### config.mk
export PLATFORM = sky130hd
export DESIGN_NAME = qam_symbol_serializer_flat
export DESIGN_NICKNAME = d
export VERILOG_FILES = /design/src/rtl/qam_symbol_serializer_if.sv /design/src/rtl/qam_symbol_serializer.sv /design/src/flat_wrapper.sv
export SDC_FILE = /design/constraint.sdc
export NUM_CORES = 1
export LEC_CHECK = 0
export CAP_MARGIN = 10
export CORE_MARGIN = 8
export CORE_UTILIZATION = 45
export CTS_CLUSTER_DIAMETER = 120
export CTS_CLUSTER_SIZE = 25
export DETAILED_ROUTE_END_ITERATION = 10
export GPL_TIMING_DRIVEN = 0
export PLACE_DENSITY = 0.69
export RECOVER_POWER = 100
export SYNTH_ARGS = -nofsm -noshare
export SYNTH_HDL_FRONTEND = slang
export SYNTH_SLANG_ARGS = --single-unit
### constraint.sdc
create_clock -name aclk -period 3 [get_ports aclk]
set_clock_uncertainty 0.05 [all_clocks]
set_input_delay 0.45 -clock aclk [delete_from_list [all_inputs] [get_ports aclk]]
set_output_delay 0.45 -clock aclk [all_outputs]
set_load 0.02 [all_outputs]
### src/rtl/qam_symbol_serializer_if.sv
// Stream bundle around the symbol serializer: the word input stream and the
// symbol output stream. The slave modport is the serializer side; the master
// modport is the environment that feeds words and drains symbols.
interface qam_symbol_serializer_if #(
  parameter int DATA_WIDTH = 32,
  parameter int SYM_WIDTH  = 4
);
  logic [DATA_WIDTH-1:0] s_axis_tdata;
  logic                  s_axis_tvalid;
  logic                  s_axis_tready;
  logic [1:0]            s_axis_mode;
  logic [SYM_WIDTH-1:0]  m_axis_tdata;
  logic                  m_axis_tvalid;
  logic                  m_axis_tready;
  logic                  m_axis_tlast;

  modport slave (
    input  s_axis_tdata, s_axis_tvalid, s_axis_mode, m_axis_tready,
    output s_axis_tready, m_axis_tdata, m_axis_tvalid, m_axis_tlast
  );

  modport master (
    output s_axis_tdata, s_axis_tvalid, s_axis_mode, m_axis_tready,
    input  s_axis_tready, m_axis_tdata, m_axis_tvalid, m_axis_tlast
  );
endinterface

### src/rtl/qam_symbol_serializer.sv
// Splits data words into 1/2/4-bit constellation symbols, LSB first, with the
// symbol size chosen per word. A shift register holds the word being sent and
// a one-word holding register lets the next word wait so that back-to-back
// words leave without an idle cycle. Outputs are all registered.
module qam_symbol_serializer #(
  parameter int DATA_WIDTH = 32,
  parameter int SYM_WIDTH  = 4
) (
  input  logic aclk,
  input  logic resetn,
  qam_symbol_serializer_if.slave bus
);

  localparam int CW = $clog2(DATA_WIDTH) + 1;

  typedef enum logic {EMPTY = 1'b0, SEND = 1'b1} state_t;

  state_t                state_q, state_d;
  logic [DATA_WIDTH-1:0] sr_data_q, sr_data_d;
  logic [1:0]            sr_mode_q, sr_mode_d;
  logic [CW-1:0]         cnt_q, cnt_d;
  logic [DATA_WIDTH-1:0] hr_data_q, hr_data_d;
  logic [1:0]            hr_mode_q, hr_mode_d;
  logic                  hr_valid_q, hr_valid_d;
  logic [SYM_WIDTH-1:0]  tdata_q, tdata_d;
  logic                  tlast_q, tlast_d;
  logic                  sym_fire, last_fire, accept;

  // Bits per symbol for a mode; modes 2 and 3 are both 16-QAM.
  function automatic logic [2:0] bps_of(input logic [1:0] m);
    case (m)
      2'd0:    return 3'd1;
      2'd1:    return 3'd2;
      default: return 3'd4;
    endcase
  endfunction

  // Index of the final symbol of a word for a mode.
  function automatic logic [CW-1:0] last_idx(input logic [1:0] m);
    case (m)
      2'd0:    return CW'(DATA_WIDTH - 1);
      2'd1:    return CW'(DATA_WIDTH / 2 - 1);
      default: return CW'(DATA_WIDTH / 4 - 1);
    endcase
  endfunction

  // Low symbol of a word, zero-extended so unused MSBs read as zero.
  function automatic logic [SYM_WIDTH-1:0] sym_of(input logic [DATA_WIDTH-1:0] w,
                                                  input logic [1:0] m);
    case (m)
      2'd0:    return SYM_WIDTH'({3'b000, w[0]});
      2'd1:    return SYM_WIDTH'({2'b00, w[1:0]});
      default: return SYM_WIDTH'(w[3:0]);
    endcase
  endfunction

  // Next-state: shift on handshake, reload SR at word boundary from HR or input.
  always_comb begin
    state_d    = state_q;
    sr_data_d  = sr_data_q;
    sr_mode_d  = sr_mode_q;
    cnt_d      = cnt_q;
    hr_data_d  = hr_data_q;
    hr_mode_d  = hr_mode_q;
    hr_valid_d = hr_valid_q;
    sym_fire   = (state_q == SEND) && bus.m_axis_tready;
    last_fire  = sym_fire && tlast_q;
    accept     = bus.s_axis_tvalid && !hr_valid_q;

    if (sym_fire && !tlast_q) begin
      sr_data_d = sr_data_q >> bps_of(sr_mode_q);
      cnt_d     = cnt_q + 1'b1;
    end

    if ((state_q == EMPTY) || last_fire) begin
      // SR is free this cycle: the held word has priority over a new one.
      if (hr_valid_q) begin
        sr_data_d  = hr_data_q;
        sr_mode_d  = hr_mode_q;
        cnt_d      = '0;
        hr_valid_d = 1'b0;
        state_d    = SEND;
      end else if (accept) begin
        sr_data_d  = bus.s_axis_tdata;
        sr_mode_d  = bus.s_axis_mode;
        cnt_d      = '0;
        state_d    = SEND;
      end else begin
        cnt_d      = '0;
        state_d    = EMPTY;
      end
    end else if (accept) begin
      hr_data_d  = bus.s_axis_tdata;
      hr_mode_d  = bus.s_axis_mode;
      hr_valid_d = 1'b1;
    end

    tdata_d = (state_d == SEND) ? sym_of(sr_data_d, sr_mode_d) : '0;
    tlast_d = (state_d == SEND) && (cnt_d == last_idx(sr_mode_d));
  end

  // State and registered outputs; reset discards both the active and held word.
  always_ff @(posedge aclk or negedge resetn) begin
    if (!resetn) begin
      state_q    <= EMPTY;
      sr_data_q  <= '0;
      sr_mode_q  <= '0;
      cnt_q      <= '0;
      hr_data_q  <= '0;
      hr_mode_q  <= '0;
      hr_valid_q <= 1'b0;
      tdata_q    <= '0;
      tlast_q    <= 1'b0;
    end else begin
      state_q    <= state_d;
      sr_data_q  <= sr_data_d;
      sr_mode_q  <= sr_mode_d;
      cnt_q      <= cnt_d;
      hr_data_q  <= hr_data_d;
      hr_mode_q  <= hr_mode_d;
      hr_valid_q <= hr_valid_d;
      tdata_q    <= tdata_d;
      tlast_q    <= tlast_d;
    end
  end

  assign bus.m_axis_tvalid = (state_q == SEND);
  assign bus.m_axis_tdata  = tdata_q;
  assign bus.m_axis_tlast  = tlast_q;
  assign bus.s_axis_tready = !hr_valid_q;

endmodule

### src/flat_wrapper.sv
// flat-port wrapper written by rule: the top's interface ports become plain ports
module qam_symbol_serializer_flat 
#(
  parameter int DATA_WIDTH = 32,
  parameter int SYM_WIDTH  = 4
)
  (aclk, resetn, bus_s_axis_tdata, bus_s_axis_tvalid, bus_s_axis_mode, bus_m_axis_tready, bus_s_axis_tready, bus_m_axis_tdata, bus_m_axis_tvalid, bus_m_axis_tlast);
  qam_symbol_serializer_if #(.DATA_WIDTH(DATA_WIDTH), .SYM_WIDTH(SYM_WIDTH)) bus_i ();
  input  logic aclk;
  input  logic resetn;
  input wire logic [$bits(bus_i.s_axis_tdata)-1:0] bus_s_axis_tdata;
  input wire logic [$bits(bus_i.s_axis_tvalid)-1:0] bus_s_axis_tvalid;
  input wire logic [$bits(bus_i.s_axis_mode)-1:0] bus_s_axis_mode;
  input wire logic [$bits(bus_i.m_axis_tready)-1:0] bus_m_axis_tready;
  output wire logic [$bits(bus_i.s_axis_tready)-1:0] bus_s_axis_tready;
  output wire logic [$bits(bus_i.m_axis_tdata)-1:0] bus_m_axis_tdata;
  output wire logic [$bits(bus_i.m_axis_tvalid)-1:0] bus_m_axis_tvalid;
  output wire logic [$bits(bus_i.m_axis_tlast)-1:0] bus_m_axis_tlast;
  assign bus_i.s_axis_tdata = bus_s_axis_tdata;
  assign bus_i.s_axis_tvalid = bus_s_axis_tvalid;
  assign bus_i.s_axis_mode = bus_s_axis_mode;
  assign bus_i.m_axis_tready = bus_m_axis_tready;
  assign bus_s_axis_tready = bus_i.s_axis_tready;
  assign bus_m_axis_tdata = bus_i.m_axis_tdata;
  assign bus_m_axis_tvalid = bus_i.m_axis_tvalid;
  assign bus_m_axis_tlast = bus_i.m_axis_tlast;
  qam_symbol_serializer #(.DATA_WIDTH(DATA_WIDTH), .SYM_WIDTH(SYM_WIDTH)) u_core (.aclk(aclk), .resetn(resetn), .bus(bus_i));
endmodule
==> summary.md <==
| Metric | Value |
|---|---|
| Status | `finished, final reports clean` |
| Drt via density | `5.64` |
| Rel. slew slack | `35.3%` |
| Clock root cell | `clkbuf_8` |
| Max VDD drop | `0.329 mV` |
| Register bit count reported by yosys | `81` |
| Flop pwr share | `~42%` |
| Top cell by count, worst path | `clkbuf_1` |
| DRT Pass-1 Iters | `4` |
| Nets | `538` |
| Remaining DRCs | `0` |
| CTS Buf Count | `9` |
| Clock latency on the worst-skew pair | `0.36 ns` |
| Filler Cell Count | `956` |
| P_int | `2.91 mW` |
| Largest net degree at the start of global routing | `72` |
| Layout cell share with drive strength beyond 1 | `between 10% and 20%` |
| Mapped Area | `~0.0046 mm²` |
| Placed insts | `623` |
| First-pass GRT wire length | `around 18000 µm` |
| Bufs and invs on worst path | `3` |
| Lkg Pwr | `roughly 2.4 nW` |
| Initial antenna violation count | `0` |
| Total power | `4.68 mW` |
| Power per Cell Area | `876 mW/mm²` |
| Die Ht | `between 100 and 150 µm` |
| Die X | `117 µm` |
| DR WL met3 | `457 µm` |
| Port buffer count | `44` |
| CP peak stage delay | `0.62 ns` |
| Crit path max-delay family | `buffers and inverters` |
| DRT met1 WL | `4930 µm` |
| Yosys Warn Count | `0` |
| Crit path max-delay cell type | `dlygate4sd3_1` |
| Drt total wl | `10700 µm` |
| Final worst path period need | `between 2 and 2.5 ns` |
| Remaining antenna violation count after routing | `0` |
| Most frequent cells in the layout | `dfrtp_1, mux2_2, nand2_1, o21ai_0, clkdlybuf4s50_1` |
| Layout area overhead | `16.6%` |
| Final hold violation count | `0` |
| CP Data Arrival Time | `between 2 and 3 ns` |
| Worst-path fanout max | `10` |
| IO Count | `45` |
| Worst-case reg-to-reg path depth | `6` |
| Ys async rst share | `100%` |
| Sw frac | `between 30 and 40%` |
| HP Start | `u_core.hr_data_q[25]` |
| Max_cap viols | `0` |
| Most common cell after layout, fill and taps aside | `dfrtp_1` |
| F_max | `0.406 GHz` |
| Fin cells | `640` |
| CTS Sinks | `~80` |
| Clock share of power | `15.8%` |
| Diodes inserted | `0` |
| Initial core utilization | `45.4%` |
| Post-layout util | `53.0%` |
| Die footprint | `between 0.01 and 0.015 mm²` |
| Number of global-route vias before repair | `3754` |
| Main synth FF type | `dfrtp_1` |
| Sequential share of the synthesized area | `44.2%` |
| P_sw | `1.77 mW` |
| RD Place Congestion | `0.814` |
| Worst R2R Setup Slack | `0.80 ns` |
| Least-Margin Pin Slew | `0.970 ns` |
| Htree depth | `3` |
| Syn_area_per_cell | `about 10 µm²` |
| Crit start category | `input port` |
| Post-synth EDFFs | `0` |
| Hold EP | `u_core.sr_data_q[25]` |
| Critical Path Sink Type | `flip-flop` |
| Syn_nets | `481` |
| Tot GR Track Use | `between 10% and 20%` |
| Uppermost layer routed | `met4` |
| Slew Limit Fails | `0` |
| GRT Residual Overflow | `0` |
| Setup TNS | `0 ns` |
| Worst hold stages | `2` |
| Routed via count | `3609` |
| Core area | `0.0101 mm²` |
| Mapped Cells | `442` |
| WL/cell | `16.7 µm` |
| HP Class | `flip-flop to flip-flop` |
| Reg2reg end | `u_core.sr_data_q[17]` |
| CP required | `3.20 ns` |
| Crit share post-route | `82.2%` |
| CTS tree | `built` |
| RSZ-0062 raised after global routing | `false` |
| Met2 WL | `a little over 5000 µm` |
| DP Wirelength | `7690 µm` |
| Reg-to-reg critical path startpoint | `u_core.bus.m_axis_tlast` |
| Final setup fails | `0` |
| Cell Rows | `37` |
| DRT iter0 DRCs | `202` |
| Worst-path clk slew | `~0.080 ns` |
| CP Class | `input port to flip-flop` |
| Logic pwr share | `42.7%` |
| CTS Buffer Depth | `2` |
| Worst path cell trace | `dlygate4sd3_1 -> nor2b_1 -> clkbuf_1 -> nand2_1 -> clkbuf_1 -> mux2_2` |
| Netlist cell types | `55` |
-- registers in the layout, indices dropped and copies added (netlist names) --
| name | cells |
|---|---|
| u_core.bus.m_axis_tlast | 1 |
| u_core.hr_data_q | 32 |
| u_core.bus.m_axis_tdata | 4 |
| u_core.hr_valid_q | 1 |
| u_core.sr_mode_q | 2 |
| u_core.cnt_q | 6 |
| u_core.hr_mode_q | 2 |
| u_core.sr_data_q | 32 |
| u_core.bus.m_axis_tvalid | 1 |
-- layout make-up --
cell class	count	area [µm²]	area share [%]
Sequential cell	81	2030	37.9
Tap cell	136	170	3.18
Buffer	35	174	3.25
Clock inverter	5	30.0	0.562
Timing Repair Buffer	46	452	8.45
Multi-Input combinational cell	323	2330	43.6
Inverter	3	11.3	0.211
Clock buffer	11	151	2.83
-- metrics by stage --
step / hold WS, ns / setup slack (ns) / area [µm²]
after CTS: 0.411 / 0.730 / 5410
after global placement: 0.415 / -1.45 / 5190
final: 0.435 / 0.535 / 5340
after detailed placement: 0.258 / 0.542 / 5220
after global routing: 0.462 / 0.392 / 5340
after floorplan: 0.104 / 1.26 / 4580
-- worst max path at each step --
| stage | from | end | slack, ns | cells past startpoint |
|---|---|---|---|---|
| floorplan | u_core.bus.m_axis_tlast | u_core.sr_data_q[4] | 1.26 | 6 |
| global placement | resetn | u_core.hr_data_q[11] | -1.45 | 1 |
| detailed placement | bus_m_axis_tready | u_core.sr_data_q[9] | 0.54 | 7 |
| CTS | u_core.hr_valid_q | bus_s_axis_tready | 0.73 | 3 |
| global route | bus_s_axis_tvalid | u_core.hr_data_q[11] | 0.39 | 6 |
| finish | bus_s_axis_tvalid | u_core.hr_data_q[17] | 0.54 | 6 |
-- power by group through the flow --
stage               clock (mW)  combinational [mW]  sequential (mW)
finish                   0.742                2.00             1.94
global route             0.811                2.23             2.00
CTS                      0.757                2.04             1.93
detailed placement           0                2.04             1.95
global placement             0                1.97             1.93
floorplan                    0                1.53             1.88
-- metal layers --
metal / vias up / track usage, %
met3: 8 / 3.44
met4: 0 / 6.06
met2: 61 / 27.6
met5: - / 0
li1: 1722 / -
met1: 1818 / 21.6
-- worst reg2reg max path: stages (launching register included) --
cell and delay [ns]:
dfrtp_1 0.52, nand3b_1 0.28, clkbuf_1 0.46, buf_4 0.29, mux2_2 0.36, o21ai_0 0.08
nand2_1 0.07
-- synth_stat cells (2+ instances only) --
master    instances  area share (%)
buf_6             2            0.49
nand3_1           4            0.44
nor2b_1           3            0.41
o2bb2a_1          3            0.66
dfrtp_1          81              44
nand3b_4          2            0.87
a32oi_1          23             4.4
a21o_1            3            0.49
inv_1             2            0.16
nand2b_1          2            0.27
o21ai_0          57             6.2
nand3b_1          2            0.33
a21oi_1          11             1.2
buf_2            13             1.4
nand2_1          57             4.7
a22oi_1           2            0.33
nor3_1            6            0.66
mux2_2           60              15
o22ai_1           3            0.41
mux2_1            4            0.98
buf_4             7             1.1
nor2_1           20             1.6
o211a_1           2            0.44
mux2i_1          30             6.6
clkbuf_1         13             1.1
-- cell families (layout without fill, tap and decap cells) --
logic type,after synthesis,count (layout),synth area share [%]
compound gates,119,119,17.4
xor+xnor,2,2,0.382
mux,94,94,22.3
buf+inv,38,100,4.37
fa+ha+maj,1,1,0.273
flops,81,81,44.2
simple gates,107,107,11.0
-- what timing repair did --
item,4_1_cts,5_1_grt
gates resized for setup,0,0
hold endpoints to repair,10,0
hold buffers,1,0
buffers inserted,0,0
(Power assumes the default switching activity.)
